--- config.mk ---
export PLATFORM = sky130hd
export DESIGN_NAME = prng_access_arbiter
export DESIGN_NICKNAME = d
export VERILOG_FILES = /design/src/rtl/prng_access_arbiter.sv
export SDC_FILE = /design/constraint.sdc
export NUM_CORES = 1
export LEC_CHECK = 0
export ABC_AREA = 0
export BUFFER_PORTS_ARGS = -buffer_cell sky130_fd_sc_hd__buf_2
export CAP_MARGIN = 0
export CELL_PAD_IN_SITES_DETAIL_PLACEMENT = 0
export CELL_PAD_IN_SITES_GLOBAL_PLACEMENT = 1
export CORE_MARGIN = 2
export CORE_UTILIZATION = 36
export CTS_CLUSTER_SIZE = 8
export DETAILED_ROUTE_END_ITERATION = 10
export HOLD_SLACK_MARGIN = 0.06
export PLACE_DENSITY_LB_ADDON = 0.1
export REMOVE_ABC_BUFFERS = 1
export SETUP_SLACK_MARGIN = 0.3
export SYNTH_ARGS = -nofsm -noshare
export SYNTH_HDL_FRONTEND = slang
export SYNTH_SLANG_ARGS = --single-unit
--- constraint.sdc ---
create_clock -name clk -period 8.4 [get_ports clk]
set_clock_uncertainty 0.2 [all_clocks]
set_input_delay 0 -clock clk [delete_from_list [all_inputs] [get_ports clk]]
set_output_delay 0 -clock clk [all_outputs]
set_load 0.1 [all_outputs]
--- src/rtl/prng_access_arbiter.sv ---
// prng_access_arbiter: sequences the PCG core through reset and warm-up,
// then hands each core word to one requester per cycle, round-robin.
module prng_access_arbiter #(
   parameter int unsigned NREQ          = 4,
   parameter int unsigned RST_CYCLES    = 2,
   parameter int unsigned WARMUP_CYCLES = 8,
   parameter logic [63:0] SEED_DEFAULT  = 64'h0123_4567_89AB_CDEF,
   parameter int unsigned CNT_W         = 32
) (
   input  logic             clk,
   input  logic             rst,
   input  logic [63:0]      seed_in,
   input  logic             reseed_req,
   output logic             reseed_busy,
   output logic             core_rst,
   output logic [63:0]      core_seedloop,
   input  logic [63:0]      core_random,
   input  logic [NREQ-1:0]  req,
   output logic [NREQ-1:0]  grant,
   output logic [63:0]      rnd_data,
   output logic             rnd_valid,
   output logic [CNT_W-1:0] served_count
);

   localparam int unsigned PTR_W  = (NREQ > 1) ? $clog2(NREQ) : 1;
   localparam int unsigned PH_MAX =
      (RST_CYCLES > WARMUP_CYCLES) ? RST_CYCLES : WARMUP_CYCLES;
   localparam int unsigned PH_W   = $clog2(PH_MAX + 1);

   localparam logic [PH_W-1:0] RST_LAST = PH_W'(RST_CYCLES - 1);
   localparam logic [PH_W-1:0] WU_LAST  = PH_W'(WARMUP_CYCLES - 1);

   typedef enum logic [1:0] {
      HOLD   = 2'd0,
      WARMUP = 2'd1,
      SERVE  = 2'd2
   } state_t;

   state_t            state;
   state_t            st_nxt;
   logic [PH_W-1:0]   ph;
   logic [PH_W-1:0]   ph_nxt;

   logic              core_rst_nxt;
   logic              busy_nxt;
   logic              grant_en;

   logic [PTR_W-1:0]  rr_ptr;
   logic [PTR_W-1:0]  ptr_nxt;
   logic [2*NREQ-1:0] req_dbl;
   logic [NREQ-1:0]   req_rot;
   logic [PTR_W:0]    off;
   logic [PTR_W:0]    idx_sum;
   logic [PTR_W-1:0]  pick_idx;
   logic              pick_vld;
   logic [NREQ-1:0]   pick_oh;

   // Phase state register: current sequence state and its cycle counter
   always_ff @(posedge clk) begin
      if (rst) begin
         state <= HOLD;
         ph    <= '0;
      end else begin
         state <= st_nxt;
         ph    <= ph_nxt;
      end
   end

   // Next-state: hold -> warm-up -> serve; a reseed restarts from hold
   always_comb begin
      st_nxt = state;
      ph_nxt = ph + 1'b1;
      if (reseed_req) begin
         st_nxt = HOLD;
         ph_nxt = '0;
      end else begin
         unique case (state)
            HOLD: begin
               if (ph == RST_LAST) begin
                  st_nxt = WARMUP;
                  ph_nxt = '0;
               end
            end
            WARMUP: begin
               if (ph == WU_LAST) begin
                  st_nxt = SERVE;
                  ph_nxt = '0;
               end
            end
            SERVE: ph_nxt = '0;
            default: begin
               st_nxt = HOLD;
               ph_nxt = '0;
            end
         endcase
      end
   end

   // Output decode: registered core controls follow the next state
   always_comb begin
      core_rst_nxt = 1'b1;
      busy_nxt     = 1'b1;
      unique case (1'b1)
         (st_nxt == HOLD): begin
            core_rst_nxt = 1'b1;
            busy_nxt     = 1'b1;
         end
         (st_nxt == WARMUP): begin
            core_rst_nxt = 1'b0;
            busy_nxt     = 1'b1;
         end
         (st_nxt == SERVE): begin
            core_rst_nxt = 1'b0;
            busy_nxt     = 1'b0;
         end
         default: ;
      endcase
      grant_en = (state == SERVE) && pick_vld && !reseed_req;
   end

   // Round-robin pick: rotate req so rr_ptr is bit 0, take lowest set bit
   always_comb begin
      req_dbl  = {req, req};
      req_rot  = NREQ'(req_dbl >> rr_ptr);
      pick_vld = |req;
      off      = '0;
      for (int k = NREQ - 1; k >= 0; k--) begin
         if (req_rot[k]) off = (PTR_W + 1)'(k);
      end
      idx_sum = {1'b0, rr_ptr} + off;
      if (idx_sum >= (PTR_W + 1)'(NREQ))
         pick_idx = PTR_W'(idx_sum - (PTR_W + 1)'(NREQ));
      else
         pick_idx = PTR_W'(idx_sum);
      ptr_nxt = (pick_idx == PTR_W'(NREQ - 1)) ? '0 : pick_idx + 1'b1;
      pick_oh = {{(NREQ - 1){1'b0}}, 1'b1} << pick_idx;
   end

   // Core control registers; seed latches on every reseed request
   always_ff @(posedge clk) begin
      if (rst) begin
         core_rst      <= 1'b1;
         core_seedloop <= SEED_DEFAULT;
         reseed_busy   <= 1'b1;
      end else begin
         core_rst    <= core_rst_nxt;
         reseed_busy <= busy_nxt;
         if (reseed_req) core_seedloop <= seed_in;
      end
   end

   // Grant pipeline: one word per cycle, pointer and count move on grant
   always_ff @(posedge clk) begin
      if (rst) begin
         rr_ptr       <= '0;
         served_count <= '0;
         grant        <= '0;
         rnd_valid    <= 1'b0;
         rnd_data     <= '0;
      end else begin
         rnd_valid <= grant_en;
         grant     <= grant_en ? pick_oh : '0;
         if (grant_en) begin
            rnd_data     <= core_random;
            rr_ptr       <= ptr_nxt;
            served_count <= served_count + 1'b1;
         end
      end
   end

endmodule

; Yosys cells after proc, flatten, opt, wreduce, memory -nomap -nowiden
; Cells that the tools add are included.
[classes]
addsub = 5
order_cmp = 1
n_eq_ne = 7
shift = 2
n_mux = 15
bitwise_logic = 1
reduce_logical = 8
[ops]
columns = operator, count
row1 = "32-bit by 1-bit adder with 32-bit output, second input constant", 1
row2 = 2-bit two-way mux, 6
row3 = 3-bit two-way mux, 3
row4 = 4-bit two-way mux, 2
row5 = 4-bit case mux with 2 select lines, 1
row6 = 8-bit by 2-bit right shift with 4-bit output, 1
row7 = "2-bit == test, second input constant", 3
row8 = 2-bit case mux with 3 select lines, 1
row9 = 2-bit OR reduction, 3
row10 = "4-bit by 1-bit adder with 4-bit output, second input constant", 1
row11 = "2-bit by 1-bit == test with 1-bit output, second input constant", 2
row12 = "4-bit by 1-bit == test with 1-bit output, second input constant", 1
row13 = "4-bit by 3-bit == test with 1-bit output, second input constant", 1
row14 = 4-bit OR reduction, 1
row15 = "1-bit by 2-bit left shift with 4-bit output, first input constant", 1
row16 = 2-bit by 3-bit adder with 3-bit output, 1
row17 = "3-bit >= comparator, second input constant", 1
row18 = "2-bit by 1-bit adder with 2-bit output, second input constant", 1
row19 = 1-bit logical AND, 2
row20 = 2-bit logical NOT, 1
row21 = 1-bit two-way mux, 2
row22 = "2-bit by 1-bit subtractor with 2-bit output, second input constant", 1
row23 = 1-bit logical NOT, 1
row24 = 1-bit NOT, 1
[word_totals]
ff_bits = 175
in_bits = 135
output_inout_bits = 167
word_cells = 49

; Longest topological paths before layout
[depth]
ltp_word = 10
ltp_mapped = 10
depth_no_buf = 9

; Least setup slack after synthesis
; Ideal clock, no wire load.
[synth_path]
path_kind = register to register
from = reg served_count[11]
to = reg served_count[23]
setup_time_ns = 0.067
arrival_time_ns = 2.567
t_required_ns = 8.133
setup_slack_ns = 5.566
path_stages_with_launch = 7
path_buffers = 0
synth_period_minus_slack_ns = 2.834
path_cell_list = dfxtp_1 > and4_1 > nand4_1 > nor4_4 > nand4_1 > xor2_1 > nor2_1
[synth_via]
elab_chain_cells = 1
[synth_lines]
columns = element, line
row1 = from (decl), 22  ; output logic [CNT_W-1:0] served_count
row2 = from (signal assigned), 166  ; served_count <= served_count + 1'b1;
row3 = 32-bit by 1-bit adder with 32-bit output, 166
; Every way passes these cells.
; A chain may end at the register's enable or synchronous reset.

; Worst setup path after layout
[layout_path]
from = reg rr_ptr[0]
to = reg rr_ptr[1]
[layout_via]
elab_chain_cells = 10
elab_cells_between_ends = 12
classes_between = add/sub (3) / order compare (1) / eq/ne (1) / shift (1) / mux (6)
[layout_lines]
columns = element, line
row1 = from (decl), 48  ; logic [PTR_W-1:0] rr_ptr;
row2 = from (signal assigned), 165  ; rr_ptr <= ptr_nxt;
row3 = 8-bit by 2-bit right shift with 4-bit output, 124  ; req_rot = NREQ'(req_dbl >> rr_ptr);
row4 = 2-bit two-way mux, 128  ; if (req_rot[k]) off = (PTR_W + 1)'(k);
row5 = 3-bit two-way mux (3 in a row), 128
row6 = 2-bit by 3-bit adder with 3-bit output (*), 130  ; idx_sum = {1'b0, rr_ptr} + off;
row7 = named net idx_sum[0], 53  ; logic [PTR_W:0] idx_sum;
row8 = 3-bit >= comparator or 2-bit by 1-bit subtractor with 2-bit output (tied branches), "131, 132"
row9 = 2-bit two-way mux (*), 131  ; if (idx_sum >= (PTR_W + 1)'(NREQ))
row10 = 2-bit by 1-bit adder with 2-bit output or 2-bit == test (tied branches), 135  ; ptr_nxt = (pick_idx == PTR_W'(NREQ - 1)) ? '0 : pick_idx + 1'b1;
row11 = 2-bit two-way mux (*), 135
; Mark *: on every way through the listed nets, which the timed path passes. The rest lies on a longest branch.

==> impl_metrics.py <==
metrics = {
    "status": {
        "outcome": "finished, final reports clean",
    },
    "worst_setup_path": {
        "start_kind": "flip-flop",
        "critical_path_arrival_ns": 2.90,
        "crit_type": "reg2reg",
        "reg2reg_slack_ns": 5.61,
        "reg2reg_to": "rr_ptr[1]",
        "r2r_cells": 9,
        "cp.required_ns": 8.52,
        "path_max_fanout": 11,
        "r2r_start": "rr_ptr[0]",
        "end_kind": "flip-flop",
    },
    "floorplanning": {
        "die_h_um": 139.8,
        "core_area_um2": 18020,
        "rows": 49,
        "io_pins": 302,
        "die_area_um2": 19550,
        "start_util_pct": 36.85,
        "die_width_um": 139.8,
    },
    "timing": {
        "rsz0062_at_grt": "no",
        "fin_crit_sh_pct": 33.20,
        "slew_headroom_pct": 30.91,
        "finalCriticalPeriod_ns": 2.789,
        "finalMaxSlewViolations": 0,
        "fmax_mhz": 358.6,
        "tns_ns": 0,
        "worstMarginPinSlew_ns": 1.036,
        "hold_violations": 0,
        "setup_viol_count_final": 0,
    },
    "hold_path": {
        "min_path_cells": 5,
        "timing.hold.worst.class": "in2reg",
        "worstHoldStart": "req[0]",
        "min_to": "grant[0]",
    },
    "grt": {
        "antenna_found_initial": 0,
        "grt_first_pass_wirelength_mm": 32.37,
        "grt_max_degree": 96,
        "grt_pass1_vias": 6495,
        "track_usage_pct": 20.44,
        "grt.overflow.total": 0,
    },
    "clocking": {
        "clockBufferDepth": 2,
        "cts.sinks": 175,
        "clkSlewWorstSetupHoldPaths_ns": 0.06,
        "cts_htree_levels": 4,
        "tritoncts": "done",
        "cts_resized": 0,
        "cts_inserted_buffers": 17,
        "cts_hold_buf": 180,
        "clk_latency_ns": 0.43,
        "clockRootBuffer": "clkbuf_16",
        "post_cts_buffers": 0,
    },
    "placement": {
        "hpwl_mm": 12.89,
        "placement.io_buffers": 301,
        "dp.cells": 1229,
        "place.gp.congestion": 0.7645,
    },
    "detailed_routing": {
        "routed-wl-met3_mm": 1.541,
        "num_vias": 6655,
        "drt_wl_total_mm": 20.58,
        "firstDrtPassIters": 4,
        "met1Wirelength_mm": 8.667,
        "wl_met2_mm": 9.816,
        "post_drt_wl_per_cell_um": 14.28,
        "antenna_left": 0,
        "drt_iter0_markers": 292,
        "drc": 0,
        "topRoutingLayerUsed": "met4",
        "drt-vias-per-instance": 4.618,
    },
    "power": {
        "power_density_nw_per_um2": 186.4,
        "ir_drop_uv": 136.9,
        "power_w": 0.001986,
        "p_leak_nw": 4.838,
    },
    "finish": {
        "drive_gt1_share_pct": 28.30,
        "fin_util_pct": 59.13,
        "syn_to_final_growth_pct": 60.47,
        "final_cells": 1441,
        "n_antenna_cell": 0,
        "regArea_um2": 3503,
        "multi_input_area_um2": 2924,
        "fin_nets": 1339,
        "fillers": 1644,
    },
    "synth": {
        "yosysWarnings": 0,
        "netlist_instances": 746,
        "synth.distinct_cells": 43,
        "syn_area_um2": 6641,
        "ys_seq_elements": 175,
        "syn_avg_cell_area_um2": 8.903,
        "ys_seq_area_share_pct": 52.75,
    },
    "run": {
        "drv_cap": 0,
    },
}
-- worst max-delay path, cell delays in order, from the launching register on --
cell,delay [ns]
dfxtp_1,0.51
nor2_1,0.09
a221oi_1,0.30
a31oi_1,0.07
a211o_1,0.28
ha_1,0.34
xor2_1,0.18
a31o_2,0.22
a21oi_1,0.15
mux2_2,0.35
-- stage by stage --
step / setup slack (ns) / area, µm² / hold slack (ns)
2_1_floorplan: 3.961 / 6439 / -0.1309
3_3_place_gp: 5.644 / 8274 / 0.006240
3_5_place_dp: 5.617 / 8274 / 0.008365
4_1_cts: 5.612 / 10660 / 0.07769
5_1_grt: 5.391 / 10660 / 0.1055
6_report: 5.611 / 10660 / 0.1002
-- state kept, by name, summed over array words and instances, names as in the netlist --
name	count
grant	4
reseed_busy	1
core_seedloop	64
rr_ptr	2
served_count	32
rnd_valid	1
rnd_data	64
ph	4
state	2
core_rst	1
-- cell usage after synthesis, drive strengths merged --
cell type,number,area (µm²)
clkbuf,41,153.9
dfxtp,175,3503
a211o,33,289.0
a31oi,1,6.260
and2,2,12.51
or2,2,12.52
mux2,1,11.26
and3,7,43.79
nor4b,1,8.760
nand3,9,45.04
o2111ai,1,8.760
nand2b,3,18.77
a31o,1,8.760
buf,10,48.79
ha,5,62.56
xor2,17,148.9
nor2b,36,225.2
o21a,1,7.510
or3,9,61.31
a221oi,1,8.760
mux2i,32,320.3
nor3,11,60.06
nor3b,2,15.01
or4b,1,13.76
a2bb2oi,1,8.760
nand4,10,62.56
nor2,76,285.3
o21ai,6,30.03
nand3b,1,7.510
and4,3,26.28
nor4,5,46.29
a211oi,1,7.510
inv,5,18.77
o21bai,1,7.510
a21oi,75,375.4
nand2,146,548.0
xnor2,14,122.6
-- cell usage in the layout, fill, tap and decap left out, types with 4 or more instances in the layout --
cell type and n:
and3_1 7, mux2i_1 32, dfxtp_1 175, buf_4 6
buf_2 299, nand3_1 9, or3_1 7, inv_6 5
nor3_1 10, nor2_1 76, o21ai_0 4, clkbuf_16 17
nand4_1 10, nor4_1 4, xnor2_1 14, ha_1 5
nor2b_1 36, nand2_1 146, dlygate4sd3_1 180, xor2_1 17
inv_1 5, a21oi_1 75, a211o_1 33
-- power breakdown --
part | leakage (nW) | internal, W | switching [W] | total, W
clock network | 0.281 | 0.000445 | 0.000349 | 0.000794
registers | 1.43 | 0.000850 | 0.0000101 | 0.000860
logic | 3.13 | 0.000116 | 0.000216 | 0.000332
total | 4.84 | 0.00141 | 0.000576 | 0.00199
-- per-layer routing --
layer	up-vias	track usage, %
met5	-	0
met4	0	8.474
met3	38	7.158
met2	196	34.07
met1	3025	23.97
li1	3396	-
-- worst max-delay path by stage --
stage          startpoint  slack, ns                to  cells after the start
5_1_grt         rr_ptr[0]       5.39         rr_ptr[1]                      9
2_1_floorplan    state[0]       3.96  served_count[12]                      5
4_1_cts         rr_ptr[0]       5.61         rr_ptr[1]                      9
6_report        rr_ptr[0]       5.61         rr_ptr[1]                      9
3_3_place_gp    rr_ptr[0]       5.64         rr_ptr[1]                      9
3_5_place_dp    rr_ptr[0]       5.62         rr_ptr[1]                      9
-- kinds of logic (layout without fill, tap and decap cells) --
logic type	Yosys count	after routing	synth area share [%]
multiplexers	33	33	4.992
buffers and inverters	56	522	3.335
AND/OR/NAND/NOR	324	324	22.48
adder cells (fa/ha/maj)	5	5	0.9420
AO/OA/AOI/OAI	122	122	11.42
XOR/XNOR	31	31	4.088
flip-flops	175	175	52.75
-- final cells by class --
cell class | count | area share [%]
sequential | 175 | 32.87
inverter | 5 | 0.1761
timing repair buffer | 485 | 31.37
tap | 229 | 2.688
clock inverter | 13 | 1.397
multi-input combinational | 515 | 27.44
clock buffer | 19 | 4.062
Note: power is estimated with default switching activity, not from simulation.
